File: config.mk
export PLATFORM = sky130hd
export DESIGN_NAME = keypad_scanner_flat
export DESIGN_NICKNAME = d
export VERILOG_FILES = /design/src/rtl/keypad_scanner_if.sv /design/src/rtl/keypad_scanner.sv /design/src/flat_wrapper.sv
export SDC_FILE = /design/constraint.sdc
export NUM_CORES = 1
export LEC_CHECK = 0
export ABC_AREA = 1
export BUFFER_PORTS_ARGS = -buffer_cell sky130_fd_sc_hd__buf_2
export CAP_MARGIN = 30
export CORE_MARGIN = 2
export CORE_UTILIZATION = 55
export DETAILED_ROUTE_END_ITERATION = 6
export PLACE_DENSITY = 0.85
export SLEW_MARGIN = 40
export SYNTH_ARGS = -nofsm -noshare
export SYNTH_HDL_FRONTEND = slang
export SYNTH_SLANG_ARGS = --single-unit
File: constraint.sdc
create_clock -name clk -period 1.97 [get_ports clk]
set_clock_uncertainty 0.1 [all_clocks]
set_input_delay 0.394 -clock clk [delete_from_list [all_inputs] [get_ports clk]]
set_output_delay 0.394 -clock clk [all_outputs]
set_load 0.01 [all_outputs]
File: src/rtl/keypad_scanner_if.sv
// Key FIFO side of the keypad scan core.
//   master : the bus wrapper, which pops codes and clears the overflow flag
//   slave  : the scan core, which presents the FIFO head, level, overflow and irq
// Ports carried:
//   key_code   FIFO head, row*4 + col
//   key_valid  FIFO not empty
//   key_pop    pop request for the FIFO head
//   fifo_level number of queued codes
//   overflow   sticky dropped-press flag
//   ovf_clr    clears overflow
//   irq        level interrupt, follows key_valid
interface keypad_scanner_if #(
    parameter int FIFO_DEPTH = 4
);
    localparam int LVL_W = $clog2(FIFO_DEPTH) + 1;

    logic [3:0]       key_code;
    logic             key_valid;
    logic             key_pop;
    logic [LVL_W-1:0] fifo_level;
    logic             overflow;
    logic             ovf_clr;
    logic             irq;

    modport master (
        input  key_code, key_valid, fifo_level, overflow, irq,
        output key_pop, ovf_clr
    );

    modport slave (
        output key_code, key_valid, fifo_level, overflow, irq,
        input  key_pop, ovf_clr
    );
endinterface

File: src/rtl/keypad_scanner.sv
// Scan core for a 4x4 matrix keypad.
// Drives one row low at a time, samples the columns at the end of each row dwell,
// debounces whole-matrix snapshots, converts new presses into 4-bit codes and
// queues them in a small FIFO.
// Ports:
//   clk      system clock
//   rst      synchronous reset, active-low
//   columnas keypad columns, active-low, asynchronous to clk
//   filas    keypad rows, active-low one-hot drive
//   kp       FIFO side (head code, valid, level, overflow, irq, pop, overflow clear)
module keypad_scanner #(
    parameter int SCAN_DIV     = 100000,
    parameter int DEBOUNCE_CNT = 5,
    parameter int FIFO_DEPTH   = 4
) (
    input  logic            clk,
    input  logic            rst,
    input  logic [3:0]      columnas,
    output logic [3:0]      filas,
    keypad_scanner_if.slave kp
);
    localparam int DIV_W = (SCAN_DIV > 1) ? $clog2(SCAN_DIV) : 1;
    localparam int PTR_W = (FIFO_DEPTH > 1) ? $clog2(FIFO_DEPTH) : 1;
    localparam int LVL_W = $clog2(FIFO_DEPTH) + 1;

    localparam logic [DIV_W-1:0] DWELL_LAST = DIV_W'(SCAN_DIV - 1);
    localparam logic [3:0]       STABLE_MAX = 4'(DEBOUNCE_CNT);
    localparam logic [LVL_W-1:0] LVL_FULL   = LVL_W'(FIFO_DEPTH);

    logic [3:0]       col_meta;
    logic [3:0]       col_sync;
    logic [DIV_W-1:0] dwell_cnt;
    logic [1:0]       row;
    logic             scan_done;
    logic [15:0]      snapshot;
    logic [15:0]      prev_snapshot;
    logic [15:0]      stable;
    logic [15:0]      pending;
    logic [3:0]       stable_cnt;
    logic [3:0]       mem [FIFO_DEPTH];
    logic [PTR_W-1:0] wr_ptr;
    logic [PTR_W-1:0] rd_ptr;
    logic [LVL_W-1:0] level;
    logic             ovf;

    logic        dwell_end;
    logic [1:0]  row_nxt;
    logic [15:0] pending_low;
    logic [3:0]  push_code;
    logic        push;
    logic        pop;
    logic        full;
    logic        do_write;
    logic [3:0]  stable_cnt_nxt;
    logic        accept;

    assign dwell_end = (dwell_cnt == DWELL_LAST);
    assign row_nxt   = row + 2'd1;

    // Lowest pending key is drained first, so simultaneous presses leave in code order.
    always_comb begin
        pending_low = pending & (~pending + 16'd1);
        push        = |pending;
        push_code   = '0;
        for (int i = 15; i >= 0; i--) begin
            if (pending[i]) push_code = 4'(i);
        end
    end

    assign pop      = kp.key_pop && (level != '0);
    assign full     = (level == LVL_FULL);
    assign do_write = push && (!full || pop);

    // Debounce decision is taken the cycle after row 3 lands in the snapshot.
    always_comb begin
        stable_cnt_nxt = stable_cnt;
        accept         = 1'b0;
        if (scan_done) begin
            if (snapshot == prev_snapshot) begin
                stable_cnt_nxt = (stable_cnt == STABLE_MAX) ? stable_cnt : stable_cnt + 4'd1;
            end else begin
                stable_cnt_nxt = '0;
            end
            accept = (stable_cnt_nxt == STABLE_MAX) && (stable_cnt != STABLE_MAX);
        end
    end

    always_ff @(posedge clk) begin
        if (!rst) begin
            col_meta      <= 4'hF;
            col_sync      <= 4'hF;
            dwell_cnt     <= '0;
            row           <= 2'd0;
            filas         <= 4'b1110;
            scan_done     <= 1'b0;
            snapshot      <= '0;
            prev_snapshot <= '0;
            stable        <= '0;
            pending       <= '0;
            stable_cnt    <= '0;
            wr_ptr        <= '0;
            rd_ptr        <= '0;
            level         <= '0;
            ovf           <= 1'b0;
            for (int i = 0; i < FIFO_DEPTH; i++) mem[i] <= '0;
        end else begin
            col_meta <= columnas;
            col_sync <= col_meta;

            // Sampling at the end of the dwell gives the row drive time to settle.
            if (dwell_end) begin
                dwell_cnt                 <= '0;
                snapshot[{row, 2'b00} +: 4] <= ~col_sync;
                row                       <= row_nxt;
                filas                     <= ~(4'b0001 << row_nxt);
            end else begin
                dwell_cnt <= dwell_cnt + DIV_W'(1);
            end
            scan_done <= dwell_end && (row == 2'd3);

            if (scan_done) begin
                stable_cnt    <= stable_cnt_nxt;
                prev_snapshot <= snapshot;
            end
            // Only keys that were released in the old stable view count as new presses.
            if (accept) stable <= snapshot;
            pending <= (pending & ~pending_low) | (accept ? (snapshot & ~stable) : 16'd0);

            if (do_write) begin
                mem[wr_ptr] <= push_code;
                wr_ptr      <= wr_ptr + PTR_W'(1);
            end
            if (pop) rd_ptr <= rd_ptr + PTR_W'(1);
            if (do_write && !pop) begin
                level <= level + LVL_W'(1);
            end else if (!do_write && pop) begin
                level <= level - LVL_W'(1);
            end

            // A drop in the same cycle as a clear wins, so no lost press goes unreported.
            if (push && full && !pop) begin
                ovf <= 1'b1;
            end else if (kp.ovf_clr) begin
                ovf <= 1'b0;
            end
        end
    end

    assign kp.key_code   = mem[rd_ptr];
    assign kp.key_valid  = (level != '0);
    assign kp.fifo_level = level;
    assign kp.overflow   = ovf;
    assign kp.irq        = (level != '0);
endmodule
File: src/flat_wrapper.sv
// flat-port wrapper written by rule: the top's interface ports become plain ports
module keypad_scanner_flat 
#(
    parameter int SCAN_DIV     = 100000,
    parameter int DEBOUNCE_CNT = 5,
    parameter int FIFO_DEPTH   = 4
)
  (clk, rst, columnas, filas, kp_key_code, kp_key_valid, kp_fifo_level, kp_overflow, kp_irq, kp_key_pop, kp_ovf_clr);
  keypad_scanner_if #(.FIFO_DEPTH(FIFO_DEPTH)) kp_i ();
  input  logic clk;
  input  logic rst;
  input  logic [3:0] columnas;
  output logic [3:0] filas;
  output wire logic [$bits(kp_i.key_code)-1:0] kp_key_code;
  output wire logic [$bits(kp_i.key_valid)-1:0] kp_key_valid;
  output wire logic [$bits(kp_i.fifo_level)-1:0] kp_fifo_level;
  output wire logic [$bits(kp_i.overflow)-1:0] kp_overflow;
  output wire logic [$bits(kp_i.irq)-1:0] kp_irq;
  input wire logic [$bits(kp_i.key_pop)-1:0] kp_key_pop;
  input wire logic [$bits(kp_i.ovf_clr)-1:0] kp_ovf_clr;
  assign kp_key_code = kp_i.key_code;
  assign kp_key_valid = kp_i.key_valid;
  assign kp_fifo_level = kp_i.fifo_level;
  assign kp_overflow = kp_i.overflow;
  assign kp_irq = kp_i.irq;
  assign kp_i.key_pop = kp_key_pop;
  assign kp_i.ovf_clr = kp_ovf_clr;
  keypad_scanner #(.SCAN_DIV(SCAN_DIV), .DEBOUNCE_CNT(DEBOUNCE_CNT), .FIFO_DEPTH(FIFO_DEPTH)) u_core (.clk(clk), .rst(rst), .columnas(columnas), .filas(filas), .kp(kp_i));
endmodule
==> results of run 1 <==
[routing by layer]
layer  track usage (%)  vias to the layer above  wire length, µm
met5                 0                        -                0
met4              10.2                        0              631
met3              5.24                       61              688
met2              45.5                      211             7890
met1              27.3                     2484             5830
li1                  -                     2522                -
[metrics by stage]
stage                     utilization (%)  TNS [ns]  cell area, µm²  setup WS, ns
after floorplan                         -         0            5600       0.00845
after global placement               62.9   -0.0543            6180       -0.0543
after detailed placement             62.9    -0.217            6180       -0.0912
after CTS                            70.3  -0.00345            6910      -0.00345
after global routing                 74.3     -6.37            7300        -0.195
final                                74.3     -2.97            7300        -0.136
[power breakdown]
group / switching (mW) / internal [mW] / leakage [nW] / total (mW)
clock network: 1.22 / 1.69 / 0.272 / 2.91
registers: 0.0434 / 2.67 / 1.06 / 2.71
logic: 0.292 / 0.215 / 1.68 / 0.508
total: 1.55 / 4.57 / 3.02 / 6.13
[cells by family (layout without fill, tap and decap cells)]
family / after synthesis / after routing
compound gates: 143 / 143
xor+xnor: 20 / 20
fa+ha+maj: 10 / 10
buf+inv: 117 / 226
flops: 126 / 126
simple gates: 286 / 287
[synthesized netlist by cell type (4+ instances only)]
cell / n
inv_1: 87
xnor2_1: 12
inv_2: 7
nand3_1: 42
a31oi_1: 8
ha_1: 9
nand2_2: 11
edfxtp_1: 16
xor2_1: 8
or2_2: 8
clkbuf_1: 13
nand2_1: 73
nor2_1: 95
nand4_1: 26
nor4_1: 4
dfxtp_1: 110
o21ai_0: 59
o22ai_1: 4
a21oi_1: 64
nor3_1: 17
[area by class of cell]
class / count / area share (%)
Clock inverter: 15 / 1.87
Sequential cell: 126 / 37.2
Timing Repair Buffer: 100 / 11.0
Multi-Input combinational cell: 460 / 37.0
Clock buffer: 17 / 5.68
Inverter: 94 / 4.90
Tap cell: 133 / 2.28
[final timing paths]
path / start / end / slack, ns / cells after the start
setup / recovery: u_core.snapshot[5]$_SDFFE_PN0P_ / u_core.stable[1]$_SDFFE_PN0P_ / -0.14 / 12
hold / removal: kp_ovf_clr / u_core.kp.overflow$_SDFFE_PN0P_ / 0.07 / 4
setup reg to reg: u_core.snapshot[5]$_SDFFE_PN0P_ / u_core.stable[1]$_SDFFE_PN0P_ / -0.14 / 12
hold reg to reg: u_core.col_meta[2]$_SDFF_PN1_ / u_core.col_sync[2]$_SDFF_PN1_ / 0.31 / 1
[critical path: stages (launching register included)]
cell,delay [ns]
dfxtp_2,0.34
or2_0,0.22
a21oi_2,0.14
nand3_2,0.14
nor2_4,0.21
buf_6,0.13
nand3_4,0.07
nand2_4,0.11
nor2_8,0.06
buf_6,0.13
nand2_8,0.13
nand2_2,0.05
a21oi_1,0.18
[sequential cells by signal (all words and copies together), names as in the netlist, 3 cells and up, named ones only]
name and cells:
u_core.stable_cnt 4, u_core.filas 4, u_core.col_meta 4, u_core.pending 16, u_core.prev_snapshot 16, u_core.stable 16, u_core.kp.fifo_level 3, u_core.dwell_cnt 17
u_core.snapshot 16, u_core.col_sync 4, u_core.mem 16
[repair_timing]
item	CTS	global route
endpoints found under the hold margin	4	0
resized for setup	32	76
hold buffers	4	0
pin swaps	4	20
endpoints found under the setup margin	61	93
buffers inserted	7	12
gates cloned	0	3
==> impl_metrics.yaml, run 1 <==
clocking:
  cts.reportedPaths.clkPinSlew_ns: 0.06
  clk_latency_ns: 0.53
  clkSinkCount: 126
  htreeDepth: 4
  cts_tree: "done"
  cts.path.max_buffers: 2
  root_buffer: "clkbuf_8"
  cts_buffers: 17
final_layout:
  layout_common_cells: "dfxtp_1 (90), nor2_1 (78), inv_1 (77)"
  final_common_cell: "dfxtp_1"
  nets: 817
  drive_gt1_share_pct: 31.0
  nFillCells: 671
  syn_to_final_growth_pct: 31.0
  ff_latch_area_um2: 2720
  stdcell_count: 945
  multi_input_area_um2: 2700
  diodes: 0
synthesis:
  syn-num-nets: 720
  synth_fa_ha_area_share_pct: 2.38
  yosysTopAreaCellShare_pct: 39.5
  synth_flop_cell: "dfxtp_1"
  synth_edf_count: 16
  synth_seq_area_share_pct: 48.2
  synthArstFlopShare_pct: 0
  synth_top_family_by_area: "simple AND/OR/NAND/NOR gates"
  ys_seq_elements: 126
  synthTopCellsByArea: "dfxtp_1 (40%), edfxtp_1 (8.6%), nor2_1 (6.4%)"
  synthSimpleGateAreaFrac_pct: 24.1
  synth_cell_types: 39
  synthMuxAreaShare_pct: 0
  yosysWarnings: 0
  syn-cell-area_um2: 5570
  synth-xor-area-share_pct: 3.14
  syn_avg_cell_area_um2: 7.93
  netlist_instances: 702
  synth_top_area_cell: "dfxtp_1"
  synth_compound_area_share_pct: 13.5
floorplan:
  die_w_um: 105
  die_area_um2: 10900
  start_util_pct: 56.7
  core-area_um2: 9820
  fp.dieH_um: 105
  io_pins: 22
  row_count: 36
sta:
  worst_pin_slew_ns: 0.495
  fin_crit_sh_pct: 107
  setup_viol: 50
  rsz0062_at_grt: "true"
  hold_viol_final: 0
  fin_crit_ns: 2.11
  whs_ns: 0.0727
  setup_ws_ns: -0.136
  relSlewSlack_pct: 67.0
  timing.fmax_mhz: 475
  slew_violations: 0
routing:
  drtIter0Drc: 399
  ant_nets: 0
  routed_via_density: 5.59
  drt_pass1_iterations: 5
  routed_wl_um: 15000
  wire_per_inst_um: 15.9
  drc_errors: 0
  vias: 5278
job:
  drv_cap: 0
power:
  max-vdd-ir-drop_mv: 0.765
  p_per_area_nw_per_um2: 840
  p_leak_nw: 3.02
  finalPower_mw: 6.13
critical_path:
  crit_type: "register to register"
  critPathMaxFanout: 8
  critPathArrivalTime_ns: 2.45
  crit_path_end_kind: "register"
  cp-start-kind: "register"
  worstPathRequired_ns: 2.31
place:
  hpwl_um: 8810
  port_buffers: 21
  gp_congestion: 0.887
  placed_cells: 887
min_path:
  worst_hold_path_type: "input pin to register"
grt:
  grt_pass1_wl_um: 21900
  grt_overflow: 0
  antenna_found_initial: 0
  grt_pass1_vias: 4945
  track_usage_pct: 24.6
  grt_max_degree: 43
outcome:
  outcome: "finished with violations"
  violations: "negative setup slack"
No activity file was read; power rests on OpenSTA's default activity.
==> run 2: changes to the inputs <==
- PLACE_DENSITY: 0.85 -> 0.8
==> run 2 against run 1 <==
The run still ends with negative setup slack left. Global-route usage rose by 0.38 points. Maximum frequency fell by 1.4%. Power fell by 0.56%. Sequential cell count did not move. Non-clock buffer count rose by 14. Critical endpoint is now u_core.pending[7]$_SDFF_PN0_. Largest cell class is now multi-input gates.
==> impl_metrics.yaml, run 2 (synthesized netlist as in run 1, its figures left out) <==
outcome:
  outcome: "finished with violations"
  violations: "negative setup slack"
grt:
  grtUsageMet2_pct: 45.2
  met3_usage_pct: 5.93
  track_usage_pct: 25.0
  met1_usage_pct: 27.7
  antenna_found_initial: 0
  busiest_layer: "met2"
  grt_max_degree: 34
  grt_pass1_vias: 5023
  grt_pass1_wl_um: 22200
  grt_overflow: 0
floorplan:
  fp.dieH_um: 105
  io_pins: 22
  die_area_um2: 10900
  die_w_um: 105
  start_util_pct: 56.7
  row_count: 36
  core-area_um2: 9820
sta:
  relSlewSlack_pct: 69.7
  timing.fmax_mhz: 468
  fin_crit_sh_pct: 108
  setup_viol: 42
  rsz0062_at_grt: "true"
  worst_pin_slew_ns: 0.450
  setup_ws_ns: -0.167
  slew_violations: 0
  fin_crit_ns: 2.14
  hold_viol_final: 0
critical_path:
  crit_path_end_kind: "register"
  critPathBufInv: 1
  crit_path_max_incr_delay_ns: 0.32
  crit_path_top_delay_cell: "dfxtp_2"
  critPathMaxFanout: 9
  cp_cell_sequence: "or2_1 > a21oi_2 > nand3_2 > nor2_4 > nand3b_4 > nor2_8 > clkbuf_16 > nand4_1 > a21oi_1"
  critPathArrivalTime_ns: 2.47
  crit_type: "register to register"
  cp-start-kind: "register"
  worstPathRequired_ns: 2.31
  cp_top_family: "simple AND/OR/NAND/NOR gates"
power:
  max-vdd-ir-drop_mv: 0.768
  p_leak_nw: 3.10
  p_per_area_nw_per_um2: 814
  finalPower_mw: 6.09
clocking:
  clk_latency_ns: 0.52
  cts_tree: "done"
  cts.reportedPaths.clkPinSlew_ns: 0.05
  cts_buffers: 17
  htreeDepth: 4
  root_buffer: "clkbuf_8"
  clkSinkCount: 126
  cts.path.max_buffers: 2
final_layout:
  largest_reg_flops: 17
  final_common_cell: "dfxtp_1"
  final_core_util_pct: 76.2
  nets: 832
  diodes: 0
  drive_gt1_share_pct: 31.2
  syn_to_final_growth_pct: 34.4
  regMostFlops: "u_core.dwell_cnt"
  layout_common_cells: "dfxtp_1 (94), inv_1 (79), buf_4 (79)"
routing:
  routed_via_density: 5.80
  vias: 5567
  drc_errors: 0
  drt_pass1_iterations: 6
  ant_nets: 0
  drtIter0Drc: 500
  wire_per_inst_um: 16.9
  routed_wl_um: 16200
place:
  gp_congestion: 0.828
  port_buffers: 21
  hpwl_um: 9100
min_path:
  worst_hold_path_type: "input pin to register"
job:
  drv_cap: 0
==> run 2: per-layer routing <==
metal  vias to the layer above  share of wire, %
met5                         -                 0
met4                         0               4.1
met3                        83               6.8
met2                       307                51
met1                      2626                38
li1                       2551                 -
==> run 2: repair_timing <==
item                                   4_1_cts  5_1_grt
buffers inserted                             8       11
hold buffers                                 4        0
gates cloned                                 0        4
resized for setup                           20       98
pin swaps                                    4       25
setup endpoints to repair                   48      100
endpoints found under the hold margin        4        0
==> run 2: power by group <==
group	leakage, nW	switching, mW	internal [mW]
combinational	1.78	0.308	0.224
clock	0.256	1.07	1.78
sequential	1.06	0.0423	2.67
==> run 2: worst register-to-register path: cells and delay by family, from the launching register on <==
family,cells,cell delay [ns]
AO/OA/AOI/OAI,2,0.36
AND/OR/NAND/NOR,6,1.06
buffers and inverters,1,0.22
flip-flops,1,0.32
==> run 2: layout make-up <==
| cell class | instances | area, µm² |
|---|---|---|
| Multi-Input combinational cell | 461 | 2800 |
| Sequential cell | 126 | 2710 |
| Fill cell | 616 | 2330 |
| Timing Repair Buffer | 114 | 913 |
| Clock buffer | 23 | 437 |
| Inverter | 94 | 363 |
| Tap cell | 133 | 166 |
| Clock inverter | 9 | 93.8 |
==> run 2: worst paths after layout <==
check                                                startpoint                              end  slack [ns]  cells after the start
worst max-delay path            u_core.snapshot[5]$_SDFFE_PN0P_     u_core.pending[7]$_SDFF_PN0_       -0.17                      9
worst max register to register  u_core.snapshot[5]$_SDFFE_PN0P_     u_core.pending[7]$_SDFF_PN0_       -0.17                      9
worst min-delay path                                 kp_ovf_clr  u_core.kp.overflow$_SDFFE_PN0P_        0.04                      4
worst min register to register    u_core.col_meta[1]$_SDFF_PN1_    u_core.col_sync[1]$_SDFF_PN1_        0.31                      1
==> run 2: through the flow <==
| step | TNS (ns) | setup slack (ns) | instance area (µm²) | instances | hold slack [ns] |
|---|---|---|---|---|---|
| global placement | 0 | 0.00590 | 6290 | 901 | 0.295 |
| detailed placement | -1.32 | -0.121 | 6290 | 901 | 0.299 |
| global route | -5.29 | -0.196 | 7490 | 960 | 0.0584 |
| floorplan | 0 | 0.00845 | 5600 | 702 | 0.293 |
| CTS | -0.110 | -0.0372 | 6970 | 945 | 0.0421 |
| finish | -2.64 | -0.167 | 7490 | 960 | 0.0415 |
